[src/rtl/hazard_ctrl.sv]
// Decode-stage hazard controller: shadow scoreboard of EXE/MEM/WB destinations, stall/flush,
// branch-operand forward selects and PC redirect. Optional perf counters under HAZARD_PERF_EN.
module hazard_ctrl #(
  parameter int XLEN    = 32,
  parameter int RADDR_W = 5,
  parameter int FSEL_W  = 2
) (
  input  logic              clk,
  input  logic              rst,
  input  logic [31:0]       instr_decode,
  input  logic              id_valid,
  input  logic              br_true,
  input  logic              mem_ready,
  output logic              stall_if,
  output logic              flush_id,
  output logic              flush_if,
  output logic [1:0]        pc_sel,
  output logic [FSEL_W-1:0] branch_a_sel,
  output logic [FSEL_W-1:0] branch_b_sel,
  output logic              pipe_freeze,
  output logic [1:0]        fsm_state
`ifdef HAZARD_PERF_EN
  ,
  output logic [XLEN-1:0]   stall_cnt,
  output logic [XLEN-1:0]   redirect_cnt
`endif
);

  localparam logic [6:0] OPC_LOAD   = 7'b0000011;
  localparam logic [6:0] OPC_BRANCH = 7'b1100011;
  localparam logic [6:0] OPC_JAL    = 7'b1101111;
  localparam logic [6:0] OPC_JALR   = 7'b1100111;
  localparam logic [6:0] OPC_STORE  = 7'b0100011;
  localparam logic [6:0] OPC_OP     = 7'b0110011;
  localparam logic [6:0] OPC_OPIMM  = 7'b0010011;
  localparam logic [6:0] OPC_LUI    = 7'b0110111;
  localparam logic [6:0] OPC_AUIPC  = 7'b0010111;

  localparam logic [FSEL_W-1:0] FORWARD_SEL_EXE = FSEL_W'(0);
  localparam logic [FSEL_W-1:0] FORWARD_SEL_MEM = FSEL_W'(1);
  localparam logic [FSEL_W-1:0] FORWARD_SEL_WB  = FSEL_W'(2);

  typedef struct packed {
    logic [RADDR_W-1:0] rd;
    logic               we;
    logic               ld;
  } sb_entry_t;

  typedef enum logic [1:0] {
    ST_RUN    = 2'd0,
    ST_STALL  = 2'd1,
    ST_FREEZE = 2'd2
  } state_t;

  sb_entry_t sb_exe, sb_mem, sb_wb, dec_entry;
  state_t    state_q, state_d;

  logic [6:0]         opcode;
  logic [RADDR_W-1:0] rd_f, rs1_f, rs2_f;
  logic               uses_rs1, uses_rs2, is_ctrl, writes_rd;
  logic               a_exe, a_mem, a_wb, b_exe, b_mem, b_wb;
  logic               haz;
  logic               unused_instr;

  assign opcode = instr_decode[6:0];
  assign rd_f   = instr_decode[7 +: RADDR_W];
  assign rs1_f  = instr_decode[15 +: RADDR_W];
  assign rs2_f  = instr_decode[20 +: RADDR_W];
  assign unused_instr = ^{instr_decode[31:25], instr_decode[14:12]};

  assign uses_rs1  = !(opcode == OPC_LUI || opcode == OPC_AUIPC || opcode == OPC_JAL);
  assign uses_rs2  = (opcode == OPC_BRANCH) || (opcode == OPC_STORE) || (opcode == OPC_OP);
  assign is_ctrl   = (opcode == OPC_BRANCH) || (opcode == OPC_JALR);
  assign writes_rd = (rd_f != '0) &&
                     (opcode == OPC_LUI || opcode == OPC_AUIPC || opcode == OPC_JAL ||
                      opcode == OPC_JALR || opcode == OPC_LOAD || opcode == OPC_OPIMM ||
                      opcode == OPC_OP);

  assign dec_entry.rd = writes_rd ? rd_f : '0;
  assign dec_entry.we = writes_rd;
  assign dec_entry.ld = writes_rd && (opcode == OPC_LOAD);

  // x0 is filtered here so it can never create a hazard or a forward.
  function automatic logic hit(input logic use_src, input logic [RADDR_W-1:0] src,
                               input sb_entry_t e);
    return use_src && (src != '0) && e.we && (e.rd == src);
  endfunction

  // Control consumers read operands in decode, so they also wait on ALU results in EXE
  // and on loads still in MEM.
  function automatic logic src_haz(input logic ctrl, input logic exe_hit, input logic mem_hit,
                                   input logic exe_ld, input logic mem_ld);
    return ctrl ? (exe_hit || (mem_hit && mem_ld)) : (exe_hit && exe_ld);
  endfunction

  function automatic logic [FSEL_W-1:0] fwd_sel(input logic mem_hit, input logic wb_hit);
    if (mem_hit) return FORWARD_SEL_MEM;
    if (wb_hit)  return FORWARD_SEL_WB;
    return FORWARD_SEL_EXE;
  endfunction

  assign a_exe = hit(uses_rs1, rs1_f, sb_exe);
  assign a_mem = hit(uses_rs1, rs1_f, sb_mem);
  assign a_wb  = hit(uses_rs1, rs1_f, sb_wb);
  assign b_exe = hit(uses_rs2, rs2_f, sb_exe);
  assign b_mem = hit(uses_rs2, rs2_f, sb_mem);
  assign b_wb  = hit(uses_rs2, rs2_f, sb_wb);

  assign haz = id_valid &&
               (src_haz(is_ctrl, a_exe, a_mem, sb_exe.ld, sb_mem.ld) ||
                src_haz(is_ctrl, b_exe, b_mem, sb_exe.ld, sb_mem.ld));

  always_comb begin
    stall_if     = 1'b0;
    flush_id     = 1'b0;
    flush_if     = 1'b0;
    pc_sel       = 2'd0;
    pipe_freeze  = 1'b0;
    branch_a_sel = FORWARD_SEL_EXE;
    branch_b_sel = FORWARD_SEL_EXE;
    if (!rst) begin
      if (id_valid && is_ctrl && !haz) begin
        branch_a_sel = fwd_sel(a_mem, a_wb);
        branch_b_sel = fwd_sel(b_mem, b_wb);
      end
      if (!mem_ready) begin
        // Redirect is suppressed, not dropped: it is recomputed once memory releases.
        pipe_freeze = 1'b1;
        stall_if    = 1'b1;
      end else if (haz) begin
        stall_if = 1'b1;
        flush_id = 1'b1;
      end else if (id_valid) begin
        unique case (opcode)
          OPC_BRANCH: pc_sel = br_true ? 2'd1 : 2'd0;
          OPC_JAL:    pc_sel = 2'd2;
          OPC_JALR:   pc_sel = 2'd3;
          default:    pc_sel = 2'd0;
        endcase
        flush_if = (pc_sel != 2'd0);
      end
    end
  end

  always_ff @(posedge clk) begin
    if (rst) begin
      sb_exe <= '0;
      sb_mem <= '0;
      sb_wb  <= '0;
    end else if (mem_ready) begin
      sb_wb  <= sb_mem;
      sb_mem <= sb_exe;
      sb_exe <= (haz || !id_valid) ? '0 : dec_entry;
    end
  end

  always_ff @(posedge clk) begin
    if (rst) state_q <= ST_RUN;
    else     state_q <= state_d;
  end

  always_comb begin
    state_d = state_q;
    unique case (state_q)
      ST_RUN:    if (!mem_ready) state_d = ST_FREEZE; else if (haz)  state_d = ST_STALL;
      ST_STALL:  if (!mem_ready) state_d = ST_FREEZE; else if (!haz) state_d = ST_RUN;
      ST_FREEZE: if (mem_ready)  state_d = ST_RUN;
      default:   state_d = ST_RUN;
    endcase
  end

  assign fsm_state = state_q;

`ifdef HAZARD_PERF_EN
  always_ff @(posedge clk) begin
    if (rst) begin
      stall_cnt    <= '0;
      redirect_cnt <= '0;
    end else begin
      if (mem_ready && haz) stall_cnt <= stall_cnt + XLEN'(1);
      if (flush_if)         redirect_cnt <= redirect_cnt + XLEN'(1);
    end
  end
`else
  logic [XLEN-1:0] unused_xlen;
  assign unused_xlen = '0;
`endif

endmodule

[config.mk]
export PLATFORM = sky130hd
export DESIGN_NAME = hazard_ctrl
export DESIGN_NICKNAME = d
export VERILOG_FILES = /design/src/rtl/hazard_ctrl.sv
export SDC_FILE = /design/constraint.sdc
export NUM_CORES = 1
export LEC_CHECK = 0
export CAP_MARGIN = 10
export CORE_AREA = 2 2 52 64
export CTS_BUF_LIST = sky130_fd_sc_hd__clkbuf_4
export CTS_CLUSTER_SIZE = 24
export DETAILED_ROUTE_END_ITERATION = 16
export DIE_AREA = 0 0 54 66
export GPL_TIMING_DRIVEN = 0
export MAX_ROUTING_LAYER = met4
export PLACE_DENSITY_LB_ADDON = 0.05
export SETUP_SLACK_MARGIN = 0.4
export SYNTH_ARGS = -nofsm -noshare
export SYNTH_HDL_FRONTEND = slang
export SYNTH_SLANG_ARGS = --single-unit
[constraint.sdc]
create_clock -name clk -period 5.18 [get_ports clk]
set_input_delay 1.036 -clock clk [delete_from_list [all_inputs] [get_ports clk]]
set_output_delay 1.036 -clock clk [all_outputs]
set_load 0.05 [all_outputs]
==> impl_summary.md <==
Critical path
At the worst endpoint, the required time is around 4.1 ns. The category of the worst setup path launch point is an input port. Of all nets on the critical path, the largest fanout is 10. STA puts the critical path data arrival time at 3.61 ns. STA classifies the critical path endpoint as an output pin. The worst setup path is of the input port to output pin kind. The number of cells on the worst reg-to-reg path is 7.

STA
Setup violations remaining at the end of the flow were counted as 0. Hold timing on the final database bottoms out at a slack of 0.4523 ns. The worst-margin pin slew is 0.7548 ns. Setup repair after global routing left no endpoint under its margin. For the final database, setup skew stands at ~0.006 ns. The fraction of the cycle the final worst path needs is 89.68%. The final-report hold violation count came to 0. The number of pins exceeding their max-slew limit in the final report is 0.

Subtracting the final worst setup slack from the clock period gives 4.645 ns. The setup TNS is 0 ns. The relative slew slack is 49.68%. Derived from the worst setup path, the maximum achievable clock frequency is about 0.22 GHz.

Route
The total wire length after detailed routing is 3.807 mm. The via density per instance is 5.603. The average wire length per cell after detail routing is 15.73 microns. The DRC violation count after routing is 0. Once detail routing completed, the nets flagged for antenna violations numbered 0. The pre-antenna-repair detailed-routing pass consisted of 4 iterations. After the first detailed-routing iteration, the DRC count stood at 30. Across all layers, the routed design uses about 1,400 vias.

Final layout
The number of nets in the finished design is 244. The core occupancy in the finished layout is 61.91%. Relative to the synthesized area, the layout overhead comes to 30.29%.

The number of diodes is 0. The post-layout instance count excluding filler cells is 242. In the final layout, the share of cells above drive strength 1 is 11.17%.

Synthesis
The distinct cell type count after synthesis is 34. Sequential elements use 31.18% of the synthesized area. The synthesized net count is roughly 200. The number of synthesis warnings is 0. A synthesized cell averages between 8 and 9 sq um. The synthesized instance count is around 170. In this run, synthesis produced a sequential element count of 22. The post-synthesis instance area is 0.001413 sq mm.

Clock network
The total clock buffers created by CTS is 3. The buffer type at the clock tree root is sky130_fd_sc_hd__clkbuf_4. The maximum count of clock buffers along a single path is 2. In this run the number of H-tree levels came out at 1.

After clock tree synthesis, the clock-pin slew on the worst setup and hold paths is 0.13 ns. The clock latency on the worst-skew pair is 0.32 ns. TritonCTS built the clock tree.

For this design, the sink count on the clock tree is 22. The post-CTS repair timing setup buffer count is 0.

Global routing
The number of global-route vias before repair is 1,358. The initial antenna violation count is 0. The remaining global-route overflow is 0. The all-layer global routing usage is 23.81%. The first global-routing pass estimated 5.975 mm of wire. Entering global routing, the biggest net connects 14 pins.

Die
The floorplan step set the die width to 54 microns. The floorplan step defined a core boundary enclosing 0.002973 sq mm. The floorplan die height is 66 microns. The initial standard-cell utilization of the core is 47.52%. The floorplan has 22 rows. The die outline area is 0.003564 sq mm. 49 I/O pins were placed.

Placement
The instance count after placement with tap cells included is 238. During placement, the flow inserted port buffers numbering 36. The wire-length estimate of the detail-placed layout is around 3.0 mm. The congestion estimate from routability-driven global placement came to 0.8733.

Outcome
The run finished with clean final reports.

Worst hold path
The min-delay analysis places its worst path in the category flip-flop to flip-flop. The instance count along the most critical hold path is 1.

Power
The power density normalized to cell area is between 200 and 250 mW/mm^2. The maximum VDD drop is 0.1626 mV. For this design the static power due to leakage is 0.6541 nW.

Job
The max-capacitance violation count is 0.
-- cells by family after synthesis --
family / after synthesis / share of synthesized area (%)
AND/OR/NAND/NOR: 75 / 28.52
XOR/XNOR: 30 / 18.60
AO/OA/AOI/OAI: 19 / 10.10
multiplexers: 13 / 9.211
flip-flops: 22 / 31.18
buffers and inverters: 7 / 2.391
-- layout by cell type (no fill, tap or decap), types with 3 or more instances in the layout --
master	count
sky130_fd_sc_hd__xnor2_1	27
sky130_fd_sc_hd__clkdlybuf4s50_1	27
sky130_fd_sc_hd__dfxtp_1	22
sky130_fd_sc_hd__nand2_1	18
sky130_fd_sc_hd__nor2_1	17
sky130_fd_sc_hd__nand3_1	13
sky130_fd_sc_hd__mux2i_1	13
sky130_fd_sc_hd__o21ai_0	7
sky130_fd_sc_hd__clkbuf_2	7
sky130_fd_sc_hd__nor4_1	4
sky130_fd_sc_hd__nor3_2	4
sky130_fd_sc_hd__nor3_1	4
sky130_fd_sc_hd__or4_1	3
sky130_fd_sc_hd__nor2b_1	3
sky130_fd_sc_hd__clkbuf_1	3
sky130_fd_sc_hd__xor2_1	3
sky130_fd_sc_hd__clkbuf_4	3
-- flip-flops by register name (all words and copies together) (netlist names) --
register,count
fsm_state,2
sb_exe,7
sb_mem,7
sb_wb,6
-- timing repair --
item                       in CTS  in global routing
resized for setup               9                 19
hold buffers                    0                  0
setup endpoints to repair       9                  8
-- synth_stat cells, drive strengths merged --
library cell | count | area share, %
nor4 | 6 | 3.1
nand2 | 19 | 5.2
nor3 | 8 | 4.3
nand3 | 13 | 4.6
or4 | 3 | 1.6
mux2i | 13 | 9.2
a21o | 1 | 0.53
buf | 3 | 1.3
nand3b | 2 | 1.9
o22ai | 1 | 0.89
o211ai | 1 | 0.53
o21ai | 9 | 3.2
o2111ai | 2 | 1.7
and3 | 2 | 0.89
xor2 | 3 | 1.9
nor2 | 17 | 4.5
clkbuf | 3 | 0.80
inv | 1 | 0.27
and2 | 1 | 0.44
xnor2 | 27 | 17
dfxtp | 22 | 31
and3b | 1 | 0.62
nor2b | 3 | 1.3
a211oi | 2 | 1.1
o221ai | 1 | 1.1
a21oi | 1 | 0.35
a2111o | 1 | 0.80
-- path summary, 6_finish.rpt --
path                                   from                         to  slack [ns]
hold / removal    fsm_state[1]$_SDFFE_PP0P_  fsm_state[0]$_SDFFE_PP0P_        0.45
setup reg to reg     sb_exe[3]$_SDFFE_PP0P_     sb_exe[3]$_SDFFE_PP0P_        3.45
hold reg to reg   fsm_state[1]$_SDFFE_PP0P_  fsm_state[0]$_SDFFE_PP0P_        0.45
setup / recovery            instr_decode[0]                   stall_if        0.53
-- routing by layer --
metal	global-route usage (%)	wire [microns]	vias to the layer above
li1	-	-	668
met1	25.14	1581	634
met2	41.77	1935	43
met3	2.036	166	11
met4	14.06	124	0
met5	-	0	-
-- power by group --
part,switching [W],internal (W)
logic,0.0000323,0.0000325
clock network,0.0000554,0.0000783
registers,0.000000893,0.000170
-- worst max-delay path: stages --
cell                              delay [ns]
sky130_fd_sc_hd__clkdlybuf4s50_1        0.52
sky130_fd_sc_hd__nand3b_4               0.11
sky130_fd_sc_hd__a2111o_1               0.45
sky130_fd_sc_hd__nor4_2                 0.39
sky130_fd_sc_hd__o2111ai_2              0.16
sky130_fd_sc_hd__nand2_2                0.16
sky130_fd_sc_hd__buf_6                  0.16
sky130_fd_sc_hd__a21o_1                 0.12
sky130_fd_sc_hd__clkdlybuf4s15_1        0.49
-- cell type report --
class                   count  area [sq um]
inverters                   1         3.754
plain buffers               6         30.03
repair buffers             36         324.1
flip-flops and latches     22         440.4
clock buffers               3         22.52
well taps                  36         45.04
fillers                   286          1132
clock inverters             1         30.03
multi-input cells         137         944.7
-- per-stage QoR --
step | power [W] | area (sq um) | setup slack (ns)
6_report | 0.0003693 | 1841 | 0.5346
3_5_place_dp | 0.0002387 | 1818 | 0.1650
5_1_grt | 0.0003844 | 1841 | 0.4029
3_3_place_gp | 0.0002377 | 1818 | 0.1844
4_1_cts | 0.0003706 | 1859 | 0.4235
2_1_floorplan | 0.0002054 | 1413 | 0.6686
(Power assumes the default switching activity.)
